**src/rtl/thmn_weighted_bank.sv**
```systemverilog
// Bank of weighted NCL threshold gates with hysteresis, plus a per-channel monotonicity monitor and a DATA/NULL wavefront counter.
// Latency: one cycle from sampled x to y. No backpressure: en=0 freezes all state.
module thmn_weighted_bank #(
  parameter int              CH      = 1,
  parameter int              N       = 4,
  parameter int              W       = 4,
  parameter logic [N*W-1:0]  WEIGHTS = 16'h1122,
  parameter int              THRESH  = 4,
  parameter int              CNT_W   = 16
) (
  input  logic              clk,
  input  logic              rst,
  input  logic              en,
  input  logic [CH*N-1:0]   x,
  input  logic              vio_clr,
  output logic [CH-1:0]     y,
  output logic [CH-1:0]     vio,
  output logic              phase,
  output logic [CNT_W-1:0]  wave_cnt
);

  localparam int SUMW = $clog2(N * (2**W - 1) + 1);
  localparam logic [SUMW-1:0] THRESH_S = SUMW'(THRESH);

  typedef enum logic {
    S_NULL = 1'b0,
    S_DATA = 1'b1
  } state_t;

  logic [CH*N-1:0] x_q;
  logic [CH-1:0]   y_q;
  logic [CH-1:0]   vio_q;

  // Previous input sample feeds the monotonicity monitor.
  always_ff @(posedge clk) begin
    if (rst) begin
      x_q <= '0;
    end else if (en) begin
      x_q <= x;
    end
  end

  for (genvar k = 0; k < CH; k++) begin : g_ch
    logic [N-1:0]    xc;
    logic [N-1:0]    xqc;
    logic [SUMW-1:0] sum;
    logic            set_c;
    logic            clr_c;
    logic            viol;
    logic            y_r;
    logic            vio_r;

    assign xc  = x[k*N +: N];
    assign xqc = x_q[k*N +: N];

    always_comb begin
      sum = '0;
      for (int i = 0; i < N; i++) begin
        if (xc[i]) begin
          sum = sum + SUMW'(WEIGHTS[i*W +: W]);
        end
      end
    end

    // Zero-weight inputs still hold the gate set until every input returns to NULL.
    assign set_c = !y_r && (sum >= THRESH_S);
    assign clr_c = y_r && (xc == '0);
    assign viol  = y_r ? |(xc & ~xqc) : |(xqc & ~xc);

    always_ff @(posedge clk) begin
      if (rst) begin
        y_r   <= 1'b0;
        vio_r <= 1'b0;
      end else if (en) begin
        if (set_c) begin
          y_r <= 1'b1;
        end else if (clr_c) begin
          y_r <= 1'b0;
        end
        if (viol) begin
          vio_r <= 1'b1;
        end else if (vio_clr) begin
          vio_r <= 1'b0;
        end
      end
    end

    assign y_q[k]   = y_r;
    assign vio_q[k] = vio_r;
  end

  state_t           state;
  state_t           state_nxt;
  logic [CNT_W-1:0] cnt;
  logic [CNT_W-1:0] cnt_nxt;

  always_ff @(posedge clk) begin
    if (rst) begin
      state <= S_NULL;
      cnt   <= '0;
    end else if (en) begin
      state <= state_nxt;
      cnt   <= cnt_nxt;
    end
  end

  // A wavefront completes when the whole bank has returned to NULL after DATA.
  always_comb begin
    state_nxt = state;
    cnt_nxt   = cnt;
    case (state)
      S_NULL: begin
        if (&y_q) begin
          state_nxt = S_DATA;
        end
      end
      S_DATA: begin
        if (~|y_q) begin
          state_nxt = S_NULL;
          cnt_nxt   = cnt + CNT_W'(1);
        end
      end
      default: state_nxt = S_NULL;
    endcase
  end

  assign y        = y_q;
  assign vio      = vio_q;
  assign phase    = (state == S_DATA);
  assign wave_cnt = cnt;

endmodule
```
**config.mk**
```make
export PLATFORM = sky130hd
export DESIGN_NAME = thmn_weighted_bank
export DESIGN_NICKNAME = d
export VERILOG_FILES = /design/src/rtl/thmn_weighted_bank.sv
export SDC_FILE = /design/constraint.sdc
export NUM_CORES = 1
export LEC_CHECK = 0
export ABC_AREA = 1
export CAP_MARGIN = 20
export CORE_MARGIN = 8
export CORE_UTILIZATION = 40
export CTS_CLUSTER_SIZE = 14
export DETAILED_ROUTE_END_ITERATION = 16
export PLACE_DENSITY_LB_ADDON = 0.2
export SLEW_MARGIN = 20
export SYNTH_ARGS = -nofsm -noshare
export SYNTH_HDL_FRONTEND = slang
export SYNTH_SLANG_ARGS = --single-unit
```
**constraint.sdc**
```tcl
create_clock -name clk -period 2.7 [get_ports clk]
set_input_delay 0.54 -clock clk [delete_from_list [all_inputs] [get_ports clk]]
set_output_delay 0.54 -clock clk [all_outputs]
set_load 0.03 [all_outputs]
```
==> run_results.csv, run 1 <==
group,metric,value,unit
synthesis,yosysWarnings,0,
synthesis,synth_top_area_cell,"dfxtp_1",
timing,timing.final.crit_share,0.777,
clock_tree,clock-sinks,23,
synthesis,synth_cells,180,
clock_tree,path_clk_slew,0.12,ns
finish,fin_cells,240,
clock_tree,cts_tree,"built",
hold_path,hp-class,"reg -> reg",
die,die_area,0.00517,mm2
detailed_routing,viasPerCell,4.72,
synthesis,synth.avg_cell_area,6.94,um2
detailed_routing,vias,1133,
finish,layout_commonest_cell,"nand2_1",
synthesis,synth_top_family_by_area,"simple AND/OR/NAND/NOR gates",
clock_tree,cts_resized,0,
detailed_routing,drt_iter0_drc,67,
clock_tree,cts_root_buf,"clkbuf_4",
timing,relSlewSlack,0.682,
timing,rsz0062_at_grt,"no",
outcome,outcome,"finished, final reports clean",
timing,skew,0.000918,ns
worst_setup_path,path_class,"reg -> out",
synthesis,ys_types,27,
die,die_h,71.9,um
placement,place_area,0.00153,mm2
clock_tree,postCtsSetupBuffers,0,
detailed_routing,wl,2.71,mm
global_routing,grt_pass1_vias,1114,
finish,layout-drive-gt1-share,0.101,
detailed_routing,ant_nets,0,
die,io_pins,27,
flow_run,maxCapViolCount,0,
timing,fin_setup_tns,0,ns
finish,finalNetCount,219,
synthesis,synth_area_leaders,"dfxtp_1 37%, nand2_1 13%, inv_1 8.7%",
placement,dpl.cell_count,236,
worst_setup_path,path_depth,1,
global_routing,grt_pass1_wl,4.82,mm
clock_tree,cts_buffer_depth,2,
synthesis,synth_top_cell_area_share,0.368,
timing,setup_viol,0,
die,start_util,0.416,
timing,final_hold_viol_count,0,
timing,finalCriticalPeriod,2.10,ns
worst_setup_path,cp_slowest_cell,"clkdlybuf4s50_1",
clock_tree,clk_latency,0.30,ns
die,die_w,71.9,um
die,coreArea,0.00300,mm2
worst_setup_path,cp.required,2.16,ns
worst_setup_path,worst-endpoint-arrival,1.56,ns
synthesis,postSynthNetCount,191,
worst_setup_path,start_kind,"flop",
detailed_routing,wl_per_cell,11.3,um
clock_tree,cts_hold_buf,0,
worst_setup_path,slowest_delay,0.74,ns
finish,syn_to_final_growth,24.7,%
finish,fin_area,0.00156,mm2
worst_setup_path,path_cells,"clkdlybuf4s50_1",
clock_tree,cts_buffers,3,
synthesis,synthFlopType,"dfxtp_1",
detailed_routing,drc,0,
placement,dp.final_hpwl,2.15,mm
worst_setup_path,rrSetupSlack,1.34,ns
synthesis,synth_seq_area_share,0.368,
finish,diodes,0,
synthesis,synth_mux_area_frac,0,
timing,fmax,0.477,GHz
die,std_cell_rows,20,
synthesis,synthSimpleGateAreaFrac,0.385,
worst_setup_path,worstPathMaxFanout,5,
synthesis,synth_edf_count,0,
synthesis,ys_seq_elements,23,
global_routing,overflow,0,
global_routing,groute.usage.overall,0.113,
hold_path,min_path_cells,2,
timing,drv_slew,0,
worst_setup_path,critPathCaptureType,"output port",
synthesis,synth_xor_area_frac,0.0140,
worst_setup_path,ff2ff_path_depth,8,
placement,place_congestion,0.864,
placement,portBuffers,26,
synthesis,synth_fa_ha_area_frac,0.0300,
clock_tree,htree_levels,1,
pwr,ir_worst_vdd,0.000285,V
global_routing,antenna_found_initial,0,
worst_setup_path,worstPathBufferInverterCount,1,
global_routing,grt_max_degree,17,
pwr,leakage,0.640,nW
detailed_routing,firstDrtPassIters,4,
synthesis,netlist_area,0.00125,mm2
finish,final_cell_mix,"44 x nand2_1, 29 x inv_1, 26 x clkdlybuf4s50_1, 23 x nor2_1, 23 x dfxtp_1",
timing,tightest_slew,0.477,ns
worst_setup_path,cp_top_family,"buffers and inverters",
pwr,power_density,376,mW/mm2
synthesis,synth_compound_area_frac,0.0881,
synthesis,async_reset_ff_frac,0,
==> metal layers <==
| layer | wire, um | part of all wire | up-vias | track usage |
|---|---|---|---|---|
| met3 | 164 | 0.061 | 2 | 0.0331 |
| met5 | 0 | 0 | - | 0 |
| met4 | 22 | 0.0081 | 0 | 0.0476 |
| met1 | 1390 | 0.51 | 487 | 0.144 |
| li1 | - | - | 619 | - |
| met2 | 1130 | 0.42 | 25 | 0.173 |
==> path summary, 6_finish.rpt <==
kind / startpoint / to
max reg2reg: wave_cnt[0] / wave_cnt[10]
min reg2reg: g_ch[0].xqc[3] / g_ch[0].xqc[3]
max: y / y
min: g_ch[0].xqc[3] / g_ch[0].xqc[3]
==> cells in the mapped netlist, types with 2 or more instances <==
library cell	instances
nand3_2	4
nor2_4	2
o21ai_0	8
nand4_1	8
a21oi_1	10
nor2_2	3
dfxtp_1	23
ha_1	3
nand2_1	44
nor2_1	23
nand3_1	6
nor3_2	2
inv_1	29
inv_2	2
==> final cells by class <==
class	instances	area (um2)
Fill cell	299	1440
Multi-Input combinational cell	122	647
Clock buffer	3	22.5
Inverter	32	123
Timing Repair Buffer	26	260
Clock inverter	1	5.00
Tap cell	33	41.3
Sequential cell	23	460
==> worst register-to-register path, stage by stage, from the launching register on <==
cell	delay (ns)
dfxtp_1	0.44
ha_1	0.24
inv_1	0.07
nor2_2	0.17
nand2_2	0.11
nor2_2	0.10
nand2_1	0.05
nand2_1	0.06
nor2_1	0.04
==> state kept, by name, summed over array words and instances (netlist names) <==
name and cells:
g_ch.xqc 4, phase 1, vio 1, wave_cnt 16
y 1
==> power breakdown <==
group          switching, W  internal [W]  total (W)
registers        0.00000917      0.000348   0.000357
logic             0.0000428     0.0000321  0.0000748
clock network     0.0000990     0.0000552   0.000154
total              0.000151      0.000435   0.000586
==> cell families (layout without fill, tap and decap cells) <==
logic type / count (synthesis) / in the layout
buffers and inverters: 35 / 62
XOR/XNOR: 2 / 2
adder cells (fa/ha/maj): 3 / 3
AO/OA/AOI/OAI: 21 / 21
AND/OR/NAND/NOR: 96 / 96
flip-flops: 23 / 23
==> metrics by stage <==
stage               power, W   util  setup WS [ns]  hold slack [ns]
global route        0.000616  0.519          0.539            0.536
global placement    0.000439  0.510          0.606            0.475
CTS                 0.000597  0.519          0.580            0.503
floorplan           0.000412      -           1.27            0.445
detailed placement  0.000440  0.510          0.543            0.482
finish              0.000586  0.519          0.603            0.503
No activity file was read; power rests on OpenSTA's default activity.
==> run 2: changes to the inputs <==
Clock period 2.7 ns to 1.8 ns, I/O delays scaled along.
==> run_results.csv, run 2 (synthesis results as in run 1) <==
group,metric,value,unit
pwr,power,0.000900,W
clock_tree,htree_levels,1,
pwr,switching_share,0.257,
global_routing,overflow,0,
die,start_util,0.416,
die,io_pins,27,
worst_setup_path,cp_slowest_cell,"clkdlybuf4s50_1",
timing,timing.final.crit_share,0.964,
timing,drv_slew,0,
worst_setup_path,start_kind,"flop",
timing,fin_setup_tns,0,ns
pwr,internal_power,0.000668,W
die,coreArea,0.00300,mm2
pwr,power_density,548,mW/mm2
die,die_area,0.00517,mm2
worst_setup_path,r2r_end,"wave_cnt[15]",
clock_tree,cts_buffers,3,
clock_tree,cts_root_buf,"clkbuf_4",
timing,finalCriticalPeriod,1.74,ns
global_routing,grt_max_degree,17,
worst_setup_path,rrSetupSlack,0.49,ns
finish,final_cell_mix,"44 x nand2_1, 29 x inv_1, 23 x nor2_1, 23 x dfxtp_1, 12 x clkdlybuf4s50_1",
clock_tree,postCtsSetupBuffers,0,
worst_setup_path,slowest_delay,0.69,ns
detailed_routing,firstDrtPassIters,4,
global_routing,grt_pass1_vias,1139,
clock_tree,clk_latency,0.31,ns
finish,largest_register_ffs,16,
die,die_w,71.9,um
placement,place_ws,0.0255,ns
outcome,outcome,"finished, final reports clean",
pwr,combPwrFrac,0.146,
worst_setup_path,worstPathMaxFanout,3,
timing,rsz0062_at_grt,"no",
worst_setup_path,r2r-start,"wave_cnt[2]",
hold_path,hold_start,"g_ch[0].xqc[3]",
worst_setup_path,cp_top_family,"buffers and inverters",
worst_setup_path,critPathCaptureType,"output port",
timing,tightest_slew,0.359,ns
detailed_routing,ant_nets,0,
hold_path,hp-class,"reg -> reg",
worst_setup_path,cp.required,1.44,ns
timing,final_hold_viol_count,0,
finish,diodes,0,
clock_tree,path_clk_slew,0.12,ns
worst_setup_path,worst-endpoint-arrival,1.38,ns
finish,layout-drive-gt1-share,0.138,
placement,place_area,0.00161,mm2
finish,fin_area,0.00164,mm2
clock_tree,cts_tree,"built",
global_routing,groute.usage.overall,0.117,
detailed_routing,drt_iter0_drc,51,
clock_tree,cts_buffer_depth,2,
pwr,pwr-share-seq,0.590,
pwr,ir_worst_vdd,0.000287,V
placement,portBuffers,26,
hold_path,min_to,"g_ch[0].xqc[3]",
finish,nFillCells,296,
detailed_routing,viasPerCell,4.74,
global_routing,antenna_found_initial,0,
die,die_h,71.9,um
detailed_routing,wl_per_cell,11.1,um
timing,fmax,0.576,GHz
worst_setup_path,worstPathBufferInverterCount,1,
detailed_routing,drc,0,
timing,skew,0.00714,ns
worst_setup_path,ff2ff_path_depth,5,
placement,dp.final_hpwl,2.18,mm
finish,syn_to_final_growth,31.3,%
pwr,leakage,0.852,nW
finish,finalNetCount,229,
die,std_cell_rows,20,
pwr,p_sw,0.000231,W
clock_tree,cts_hold_buf,0,
clock_tree,clock-sinks,23,
detailed_routing,vias,1185,
finish,multi_input_area,647,um2
pwr,p_clk_frac,0.264,
worst_setup_path,path_depth,1,
finish,seq_area,460,um2
global_routing,grt_pass1_wl,4.94,mm
hold_path,min_path_cells,2,
timing,setup_viol,0,
timing,setup_ws,0.0649,ns
flow_run,maxCapViolCount,0,
worst_setup_path,path_cells,"clkdlybuf4s50_1",
placement,place_congestion,0.830,
detailed_routing,wl,2.78,mm
worst_setup_path,path_class,"reg -> out",
finish,layout_commonest_cell,"nand2_1",
timing,relSlewSlack,0.760,
-- run 2: cell count changes in the layout (fill, tap and decap cells not counted), sizes merged --
cell | before | now
clkinv | 1 | 0
clkbuf | 3 | 4
clkdlybuf4s50 | 26 | 12
buf | 0 | 10
dlymetal6s2s | 0 | 7
dlygate4sd2 | 0 | 7
-- run 2: repair_timing --
| item | 4_1_cts | 5_1_grt |
|---|---|---|
| setup endpoints to repair | 7 | 7 |
| gates cloned | 0 | 0 |
| gates resized for setup | 7 | 7 |
-- run 2: stage by stage --
stage                util  hold slack [ns]  cells
floorplan               -            0.445    180
global placement    0.535            0.468    246
detailed placement  0.535            0.478    246
CTS                 0.541            0.498    250
global route        0.547            0.533    250
finish              0.547            0.501    250
-- run 2: how the worst max path moves through the flow --
stage                 startpoint            to
CTS                  wave_cnt[6]   wave_cnt[6]
finish              wave_cnt[15]  wave_cnt[15]
detailed placement            en   wave_cnt[9]
global placement              en   wave_cnt[9]
floorplan            wave_cnt[0]  wave_cnt[10]
global route        wave_cnt[15]  wave_cnt[15]
-- run 2: area by class of cell --
| class | count | area share |
|---|---|---|
| Multi-Input combinational cell | 122 | 0.394 |
| Sequential cell | 23 | 0.280 |
| Timing Repair Buffer | 36 | 0.210 |
| Inverter | 32 | 0.0747 |
| Tap cell | 33 | 0.0252 |
| Clock buffer | 4 | 0.0160 |
-- run 2: metal layers --
metal	global-route usage	routed length (um)	up-vias
li1	-	-	637
met1	0.144	1370	520
met2	0.183	1210	24
met3	0.0358	160	4
met4	0.0476	41	0
met5	0	0	-
-- run 2: power groups by stage --
stage	logic (W)	registers (W)	clock network [W]
after floorplan	0.0000608	0.000558	0
after global placement	0.000132	0.000541	0
after detailed placement	0.000133	0.000541	0
after CTS	0.000133	0.000531	0.000252
after global routing	0.000145	0.000532	0.000266
final	0.000132	0.000530	0.000237
